File: config.mk
export PLATFORM = sky130hd
export DESIGN_NAME = vpu_dst_collector
export DESIGN_NICKNAME = d
export VERILOG_FILES = /design/src/rtl/vpu_pkg.sv /design/src/rtl/sal_fifo.sv /design/src/rtl/vpu_dst_collector.sv
export SDC_FILE = /design/constraint.sdc
export NUM_CORES = 1
export LEC_CHECK = 0
export CORE_MARGIN = 2
export CORE_UTILIZATION = 25
export CTS_BUF_LIST = sky130_fd_sc_hd__clkbuf_4 sky130_fd_sc_hd__clkbuf_8
export CTS_CLUSTER_DIAMETER = 40
export CTS_CLUSTER_SIZE = 8
export DETAILED_ROUTE_END_ITERATION = 8
export HOLD_SLACK_MARGIN = 0.1
export PLACE_DENSITY = 0.5
export SETUP_SLACK_MARGIN = 0.15
export SLEW_MARGIN = 10
export SYNTH_ARGS = -nofsm -noshare
export SYNTH_HDL_FRONTEND = slang
export SYNTH_SLANG_ARGS = --single-unit
File: constraint.sdc
create_clock -name clk -period 3.1 [get_ports clk]
set_input_delay 0.31 -clock clk [delete_from_list [all_inputs] [get_ports clk]]
set_output_delay 0.31 -clock clk [all_outputs]
set_load 0.01 [all_outputs]
File: src/rtl/vpu_pkg.sv
// Shared VPU types and constants used by the destination collector.
package vpu_pkg;

  localparam int OPERAND_WIDTH  = 32;
  localparam int DST_LANES      = 4;
  localparam int DST_ADDR_WIDTH = 8;
  localparam int DST_LEN_WIDTH  = 8;

  typedef enum logic [1:0] {
    IDLE    = 2'd0,
    COLLECT = 2'd1,
    FLUSH   = 2'd2
  } dst_collect_state_t;

  typedef struct packed {
    logic [DST_ADDR_WIDTH-1:0] addr;
    logic [DST_LEN_WIDTH-1:0]  len;
  } dst_cmd_t;

endpackage

File: src/rtl/sal_fifo.sv
// Small synchronous FIFO; read data optionally registered on pop.
// Push on a full FIFO is accepted when a pop happens in the same cycle.
module sal_fifo #(
  parameter int DEPTH_LG2    = 2,
  parameter int DATA_WIDTH   = 32,
  parameter bit RDATA_FF_OUT = 1'b1
) (
  input  logic                  clk,
  input  logic                  rst_n,
  input  logic                  push,
  input  logic [DATA_WIDTH-1:0] wdata,
  input  logic                  pop,
  output logic [DATA_WIDTH-1:0] rdata,
  output logic                  full,
  output logic                  empty
);

  localparam int DEPTH = 1 << DEPTH_LG2;

  logic [DATA_WIDTH-1:0] mem [DEPTH];
  logic [DEPTH_LG2-1:0]  wptr;
  logic [DEPTH_LG2-1:0]  rptr;
  logic [DEPTH_LG2:0]    count;
  logic                  do_push;
  logic                  do_pop;

  assign empty   = (count == '0);
  assign full    = (count == (DEPTH_LG2+1)'(DEPTH));
  assign do_pop  = pop && !empty;
  assign do_push = push && (!full || do_pop);

  always_ff @(posedge clk) begin
    if (do_push) mem[wptr] <= wdata;
  end

  always_ff @(posedge clk or negedge rst_n) begin
    if (!rst_n) begin
      wptr  <= '0;
      rptr  <= '0;
      count <= '0;
    end else begin
      if (do_push) wptr <= wptr + 1'b1;
      if (do_pop)  rptr <= rptr + 1'b1;
      case ({do_push, do_pop})
        2'b10:   count <= count + 1'b1;
        2'b01:   count <= count - 1'b1;
        default: count <= count;
      endcase
    end
  end

  generate
    if (RDATA_FF_OUT) begin : g_rdata_ff
      logic [DATA_WIDTH-1:0] rdata_q;
      always_ff @(posedge clk or negedge rst_n) begin
        if (!rst_n)      rdata_q <= '0;
        else if (do_pop) rdata_q <= mem[rptr];
      end
      assign rdata = rdata_q;
    end else begin : g_rdata_comb
      assign rdata = mem[rptr];
    end
  endgenerate

endmodule

File: src/rtl/vpu_dst_collector.sv
// Collects FU results, packs LANES per word and writes them to the vector register file.
// Optional write-stall counter is built when VPU_DST_COLLECT_STALL_CNT_EN is defined.
import vpu_pkg::*;

module vpu_dst_collector #(
  parameter int LANES          = DST_LANES,
  parameter int FIFO_DEPTH_LG2 = 2,
  parameter int ADDR_WIDTH     = DST_ADDR_WIDTH,
  parameter int LEN_WIDTH      = DST_LEN_WIDTH
) (
  input  logic                           clk,
  input  logic                           rst_n,
  input  logic                           cmd_valid_i,
  output logic                           cmd_ready_o,
  input  logic [ADDR_WIDTH-1:0]          cmd_addr_i,
  input  logic [LEN_WIDTH-1:0]           cmd_len_i,
  input  logic                           issue_i,
  output logic                           issue_ok_o,
  input  logic [OPERAND_WIDTH-1:0]       result_i,
  input  logic                           done_i,
  output logic                           wr_valid_o,
  input  logic                           wr_ready_i,
  output logic [ADDR_WIDTH-1:0]          wr_addr_o,
  output logic [LANES*OPERAND_WIDTH-1:0] wr_data_o,
  output logic [LANES-1:0]               wr_strb_o,
  output logic                           instr_done_o,
  output logic [1:0]                     err_o,
  output logic [31:0]                    stall_cnt_o
);

  localparam int LANE_LG2 = $clog2(LANES);
  localparam int CNT_W    = LEN_WIDTH + 1;
  localparam int CRED_W   = FIFO_DEPTH_LG2 + 1;

  // Handshake rule: a write transfers on a clock edge where wr_valid_o && wr_ready_i;
  // wr_valid_o never drops and wr_addr_o/wr_data_o/wr_strb_o never change until then.

  dst_collect_state_t state, state_nxt;

  logic [CNT_W-1:0]               recv_left;
  logic [CNT_W-1:0]               pack_left;
  logic [CNT_W-1:0]               len_ext;
  logic [CRED_W-1:0]              inflight;
  logic [LANE_LG2-1:0]            lane;
  logic                           pop_vld;
  logic [OPERAND_WIDTH-1:0]       fifo_rdata;
  logic                           fifo_full;
  logic                           fifo_empty;
  logic                           fifo_push;
  logic                           fifo_pop;
  logic                           cmd_fire;
  logic                           wr_fire;
  logic                           fill_go;
  logic                           word_done;
  logic                           last_fill;
  logic                           accept_res;
  logic                           err_unexp;
  logic                           err_ovf;
  logic                           cred_inc;
  logic                           cred_dec;
  logic [LANES*OPERAND_WIDTH-1:0] data_nxt;
  logic [LANES-1:0]               strb_nxt;

  assign len_ext    = (cmd_len_i == '0) ? {1'b1, {LEN_WIDTH{1'b0}}} : {1'b0, cmd_len_i};
  assign cmd_ready_o = (state == IDLE);
  assign cmd_fire   = cmd_valid_i && cmd_ready_o;
  assign wr_fire    = wr_valid_o && wr_ready_i;

  // A popped result sits in the FIFO read register until it can land in a lane.
  assign fill_go    = pop_vld && (!wr_valid_o || wr_ready_i);
  assign fifo_pop   = !fifo_empty && (!pop_vld || fill_go);
  assign last_fill  = fill_go && (pack_left == CNT_W'(1));
  assign word_done  = fill_go && ((lane == LANE_LG2'(LANES-1)) || (pack_left == CNT_W'(1)));

  assign accept_res = done_i && (state == COLLECT) && (recv_left != '0);
  assign fifo_push  = accept_res && (!fifo_full || fifo_pop);
  assign err_unexp  = done_i && !((state == COLLECT) && (recv_left != '0));
  assign err_ovf    = (accept_res && fifo_full && !fifo_pop) || (issue_i && !issue_ok_o);

  assign issue_ok_o = (inflight < CRED_W'(1 << FIFO_DEPTH_LG2));
  assign cred_inc   = issue_i && issue_ok_o;
  assign cred_dec   = fifo_pop && ((inflight != '0) || cred_inc);

  sal_fifo #(
    .DEPTH_LG2   (FIFO_DEPTH_LG2),
    .DATA_WIDTH  (OPERAND_WIDTH),
    .RDATA_FF_OUT(1'b1)
  ) u_fifo (
    .clk  (clk),
    .rst_n(rst_n),
    .push (fifo_push),
    .wdata(result_i),
    .pop  (fifo_pop),
    .rdata(fifo_rdata),
    .full (fifo_full),
    .empty(fifo_empty)
  );

  always_comb begin
    state_nxt = state;
    case (state)
      IDLE:    if (cmd_valid_i) state_nxt = COLLECT;
      COLLECT: if (last_fill)   state_nxt = FLUSH;
      FLUSH:   if (wr_fire)     state_nxt = IDLE;
      default: state_nxt = IDLE;
    endcase
  end

  always_ff @(posedge clk or negedge rst_n) begin
    if (!rst_n) state <= IDLE;
    else        state <= state_nxt;
  end

  // Lane 0 starts a fresh word, so lanes a partial word never reaches stay zero.
  always_comb begin
    data_nxt = (lane == '0) ? '0 : wr_data_o;
    strb_nxt = (lane == '0) ? '0 : wr_strb_o;
    data_nxt[lane*OPERAND_WIDTH +: OPERAND_WIDTH] = fifo_rdata;
    strb_nxt[lane] = 1'b1;
  end

  always_ff @(posedge clk or negedge rst_n) begin
    if (!rst_n) begin
      recv_left    <= '0;
      pack_left    <= '0;
      inflight     <= '0;
      lane         <= '0;
      pop_vld      <= 1'b0;
      wr_valid_o   <= 1'b0;
      wr_addr_o    <= '0;
      wr_data_o    <= '0;
      wr_strb_o    <= '0;
      instr_done_o <= 1'b0;
      err_o        <= 2'b00;
    end else begin
      if (cmd_fire) begin
        recv_left <= len_ext;
        pack_left <= len_ext;
        lane      <= '0;
        wr_addr_o <= cmd_addr_i;
      end else begin
        if (fifo_push) recv_left <= recv_left - CNT_W'(1);
        if (fill_go)   pack_left <= pack_left - CNT_W'(1);
        if (wr_fire)   wr_addr_o <= wr_addr_o + 1'b1;
        if (fill_go)   lane      <= word_done ? '0 : lane + 1'b1;
      end
      if (fifo_pop)     pop_vld <= 1'b1;
      else if (fill_go) pop_vld <= 1'b0;
      if (fill_go) begin
        wr_data_o <= data_nxt;
        wr_strb_o <= strb_nxt;
      end
      if (word_done)    wr_valid_o <= 1'b1;
      else if (wr_fire) wr_valid_o <= 1'b0;
      case ({cred_inc, cred_dec})
        2'b10:   inflight <= inflight + 1'b1;
        2'b01:   inflight <= inflight - 1'b1;
        default: inflight <= inflight;
      endcase
      instr_done_o <= wr_fire && (state == FLUSH);
      err_o        <= err_o | {err_unexp, err_ovf};
    end
  end

`ifdef VPU_DST_COLLECT_STALL_CNT_EN
  logic [31:0] stall_cnt;
  always_ff @(posedge clk or negedge rst_n) begin
    if (!rst_n)                                            stall_cnt <= '0;
    else if (cmd_fire)                                     stall_cnt <= '0;
    else if (wr_valid_o && !wr_ready_i && stall_cnt != '1) stall_cnt <= stall_cnt + 1'b1;
  end
  assign stall_cnt_o = stall_cnt;
`else
  assign stall_cnt_o = '0;
`endif

endmodule

==> results list <==
* Number of sinks driven by the clock tree: 337
- Worst Skew: 0.0524 ns
- For this configuration, the core starts out at a cell density of 0.252.
- Number of antenna violations at the first check in global routing: 10
- Number of standard cells after synthesis: 987
* Syn_area_per_cell: 13.6 um^2
- Routed WL per cell: 17.9 um
* Final worst path period share: 0.836
- In this run the power density over the cells is 997 nW/um^2.
- Area leader, netlist: sky130_fd_sc_hd__dfrtp_1
- Setup violations remaining at the end of the flow were counted as 0.
- First drt pass iteration count: 4
* Ratio of cells with drive above 1 in the final layout: 0.155
- Area of the die: 55,700 um^2
- Synthesized flop and latch total: 337
- Crit. Startpoint: recv_left[1]$_DFFE_PN0P_
- Count of antenna-violating nets left after detailed routing: 0
* Hold Startpoint: cmd_addr_i[3]
* Highest clock frequency the design can meet: 386 MHz
* Setup TNS: 0 ns
* Gates resized, CTS repair: 0
- After clock tree synthesis, the setup repair step added 0 buffers.
- The final number of hold-violating endpoints is 0.
- Share of synthesized area occupied by flip-flops and latches: 0.674
- The routed layout has 8,333 vias.
- Final Net Count: 1,285
* Number of buffers inserted during clock tree synthesis: 53
- Of the total power, registers draw 0.415.
* Max IR drop VDD: 0.438 mV
* Clk network pwr share: 0.232
* Maximum Capacitance Violations: 0
* Reg2reg start: recv_left[1]$_DFFE_PN0P_
- Of the total synthesized cell area, the portion taken by full adders, half adders and majority gates is 0.0178.
- Most common cell in the netlist: sky130_fd_sc_hd__dfrtp_1
- The worst path meets setup with 0.509 ns of slack.
* Area delta synth->final: 29.7%
- Fill cell count: 5,302
- TritonCTS clock tree: yes
- In this run the power spent charging and discharging nets is 6170 uW.
- Outcome: finished, final reports clean
* Internal power of the cells: 11,200 uW
- Clock latency of the later-clocked register in the worst-skew pair: 0.63 ns
- CTS root buffer: sky130_fd_sc_hd__clkbuf_8
- Clock transition time at the flip-flop clock pins of the worst setup and hold paths: 0.06 ns
- Post-synthesis async set-or-reset flop share: 0.620
- At the worst endpoint, the arrival time is 3.12 ns.
- Synth cell count leaders: sky130_fd_sc_hd__dfrtp_1 (209), sky130_fd_sc_hd__nand2_1 (184), sky130_fd_sc_hd__edfxtp_1 (128)
- Measured against the total synthesized area, the mux share comes to 0.0833.
- Ys Warns: 0
- In this run, synthesis inferred 128 flip-flops with an integrated enable.
- Prior to clock tree synthesis, the placed netlist has a worst setup slack of 0.296 ns.
- Worst path required time: 3.63 ns
- Number of ports placed on the die boundary: 232
- Vias in the first global route: 8,432
- The number of pins exceeding their max-slew limit in the final report was 0.
- For this block, the routed nets add up to 34.8 mm of wire.
- Die Y-Extent: 236 um
- Share of the synthesized netlist area taken by xor and xnor gates: 0.0156
* Worst max-slew margin expressed relative to the limit: 0.274
- Of the total synthesized cell area, the portion taken by AND, OR, NAND and NOR gates is 0.0823.
- The congestion estimate from routability-driven global placement came to 0.760.
- Floorplan die width: 236 um
- Global-route usage over all layers: 0.124
- Element type at the critical path start: flip-flop
* Actual slew at the worst max-slew pin: 1.08 ns
- Of the total power, the share spent switching nets is 0.354.
- Synthesized-area fraction occupied by ao, oa, aoi and oai cells: 0.0886
- Most area-consuming cells after synthesis: sky130_fd_sc_hd__dfrtp_1 (39%), sky130_fd_sc_hd__edfxtp_1 (29%), sky130_fd_sc_hd__mux4_2 (5.4%)
- Class of the worst hold path: input pin to flip-flop
- Detail Placement HPWL: 23.4 mm
- Summed over all cells, the static leakage comes to 0.00680 uW.
- Clock tree buffer depth: 3
* Top fanout value on the critical path: 10
- The first global-routing pass estimated 52.8 mm of wire.
- Number of I/O port buffers: 199
- Summing every instance area after synthesis gives 13,500 um^2.
* Via density per instance: 4.28
* Critical Path Sink Type: flip-flop
- Distinct cells, synth: 54
* Standard cell core area: 53,500 um^2
- After floorplanning, the core was divided into 85 placement rows.
* Max H-tree Level: 2
* Post-layout minimum cycle time: 2.59 ns
* Post-layout util: 0.326
- By startpoint and endpoint, the worst setup path is classified as flip-flop to flip-flop.
* Area share of the largest cell type after synthesis: 0.388
* Share of power burned in combinational logic: 0.353
- Entering global routing, the biggest net connects 106 pins.
- The total overflow left after global routing is 0.
- Setup repair after global routing left no endpoint under its margin.
- By area, the combinational part of the netlist is dominated by compound AO/OA/AOI/OAI gates.
- After the first detailed-routing iteration, the DRC count stood at 407.
- For this run, design rule violations remaining after detail routing come to 0.
- The most used flip-flop cell after synthesis is sky130_fd_sc_hd__dfrtp_1.
[flip-flops by register name, indices dropped and copies added (netlist names), named ones only]
signal / cells
wr_data_o: 128
wr_addr_o: 8
u_fifo.mem: 128
wr_valid_o: 1
u_fifo.rptr: 2
u_fifo.wptr: 2
inflight: 3
instr_done_o: 1
state: 2
pack_left: 9
recv_left: 9
u_fifo.rdata: 32
wr_strb_o: 2
pop_vld: 1
err_o: 2
u_fifo.count: 3
lane: 2
[area by class of cell]
type	instances	area, um^2	area share
clock buffers	80	982	0.0562
multi-input cells	580	4060	0.233
flip-flops and latches	337	9070	0.520
inverters	17	66.3	0.00380
clock inverters	11	163	0.00931
diodes	2	5.00	0.000287
repair buffers	224	2240	0.128
well taps	696	871	0.0499
[through the flow]
stage	cells	hold WS, ns	area [um^2]	power, uW
2_1_floorplan	1018	0.0144	13600	10500
3_3_place_gp	1852	0.0907	16300	13500
3_5_place_dp	1852	0.0903	16300	13600
4_1_cts	1945	0.235	17500	17800
5_1_grt	1946	0.275	17500	18600
6_report	1947	0.278	17500	17400
[layout by cell type, fill, tap and decap left out, types with 4 or more instances in the layout]
master	synthesis	routed
sky130_fd_sc_hd__xnor2_1	11	11
sky130_fd_sc_hd__buf_12	0	4
sky130_fd_sc_hd__nand2b_1	7	6
sky130_fd_sc_hd__clkbuf_4	0	19
sky130_fd_sc_hd__ha_1	16	16
sky130_fd_sc_hd__buf_4	32	19
sky130_fd_sc_hd__and2_1	5	5
sky130_fd_sc_hd__inv_1	16	16
sky130_fd_sc_hd__dfrtp_1	209	208
sky130_fd_sc_hd__nor4_1	4	4
sky130_fd_sc_hd__o21ai_0	91	91
sky130_fd_sc_hd__nor2_1	19	18
sky130_fd_sc_hd__conb_1	1	32
sky130_fd_sc_hd__edfxtp_1	128	128
sky130_fd_sc_hd__nand2_1	184	183
sky130_fd_sc_hd__nand4_1	4	4
sky130_fd_sc_hd__clkdlybuf4s50_1	0	198
sky130_fd_sc_hd__xor2_1	13	13
sky130_fd_sc_hd__a21oi_1	12	11
sky130_fd_sc_hd__and3_1	7	7
sky130_fd_sc_hd__a22o_1	57	57
sky130_fd_sc_hd__clkbuf_8	0	61
sky130_fd_sc_hd__nand3_1	9	9
sky130_fd_sc_hd__mux2_2	33	33
sky130_fd_sc_hd__clkinv_2	0	4
sky130_fd_sc_hd__mux4_2	32	32
[power groups by stage]
stage                     combinational [uW]  sequential, uW  clock, uW
after floorplan                         3420            7120          0
after global placement                  6230            7300          0
after detailed placement                6300            7340          0
after CTS                               6310            7270       4200
after global routing                    6760            7440       4380
final                                   6150            7230       4040
[repair_timing]
item,4_1_cts,5_1_grt
endpoints found under the hold margin,209,0
setup endpoints to repair,0,0
hold buffers,2,0
[logic make-up after synthesis]
logic type,after synthesis
other,1
buffers and inverters,101
flip-flops,337
multiplexers,68
adder cells (fa/ha/maj),18
XOR/XNOR,24
AO/OA/AOI/OAI,182
AND/OR/NAND/NOR,256
[final timing paths]
path,cells after the start,to,slack [ns]
min reg2reg,2,wr_data_o[18]$_DFFE_PN0P_,0.48
max,12,u_fifo.count[2]$_DFFE_PN0P_,0.51
min,3,wr_addr_o[3]$_DFFE_PN0P_,0.28
min in group asynchronous,3,wr_addr_o[3]$_DFFE_PN0P_,0.34
max reg2reg,12,u_fifo.count[2]$_DFFE_PN0P_,0.51
max in group asynchronous,3,wr_data_o[75]$_DFFE_PN0P_,2.25
[worst max-delay path, cell delays in order (launching register included)]
cell	delay [ns]
sky130_fd_sc_hd__dfrtp_1	0.40
sky130_fd_sc_hd__inv_1	0.11
sky130_fd_sc_hd__ha_1	0.15
sky130_fd_sc_hd__nor4b_2	0.33
sky130_fd_sc_hd__a211oi_4	0.15
sky130_fd_sc_hd__and2_1	0.23
sky130_fd_sc_hd__inv_4	0.11
sky130_fd_sc_hd__ha_1	0.19
sky130_fd_sc_hd__inv_1	0.06
sky130_fd_sc_hd__fa_1	0.37
sky130_fd_sc_hd__xor2_1	0.15
sky130_fd_sc_hd__nor2_1	0.11
sky130_fd_sc_hd__xor2_1	0.16
[metal layers]
layer  global-route usage  vias up  routed length [um]
met5                    0        -                 101
met4               0.0398       16                 830
met3               0.0357       74                2230
met2                0.188      195               15500
met1                0.171     4120               16100
li1                     -     3928                   -
Power figures use the tool's default switching activity.
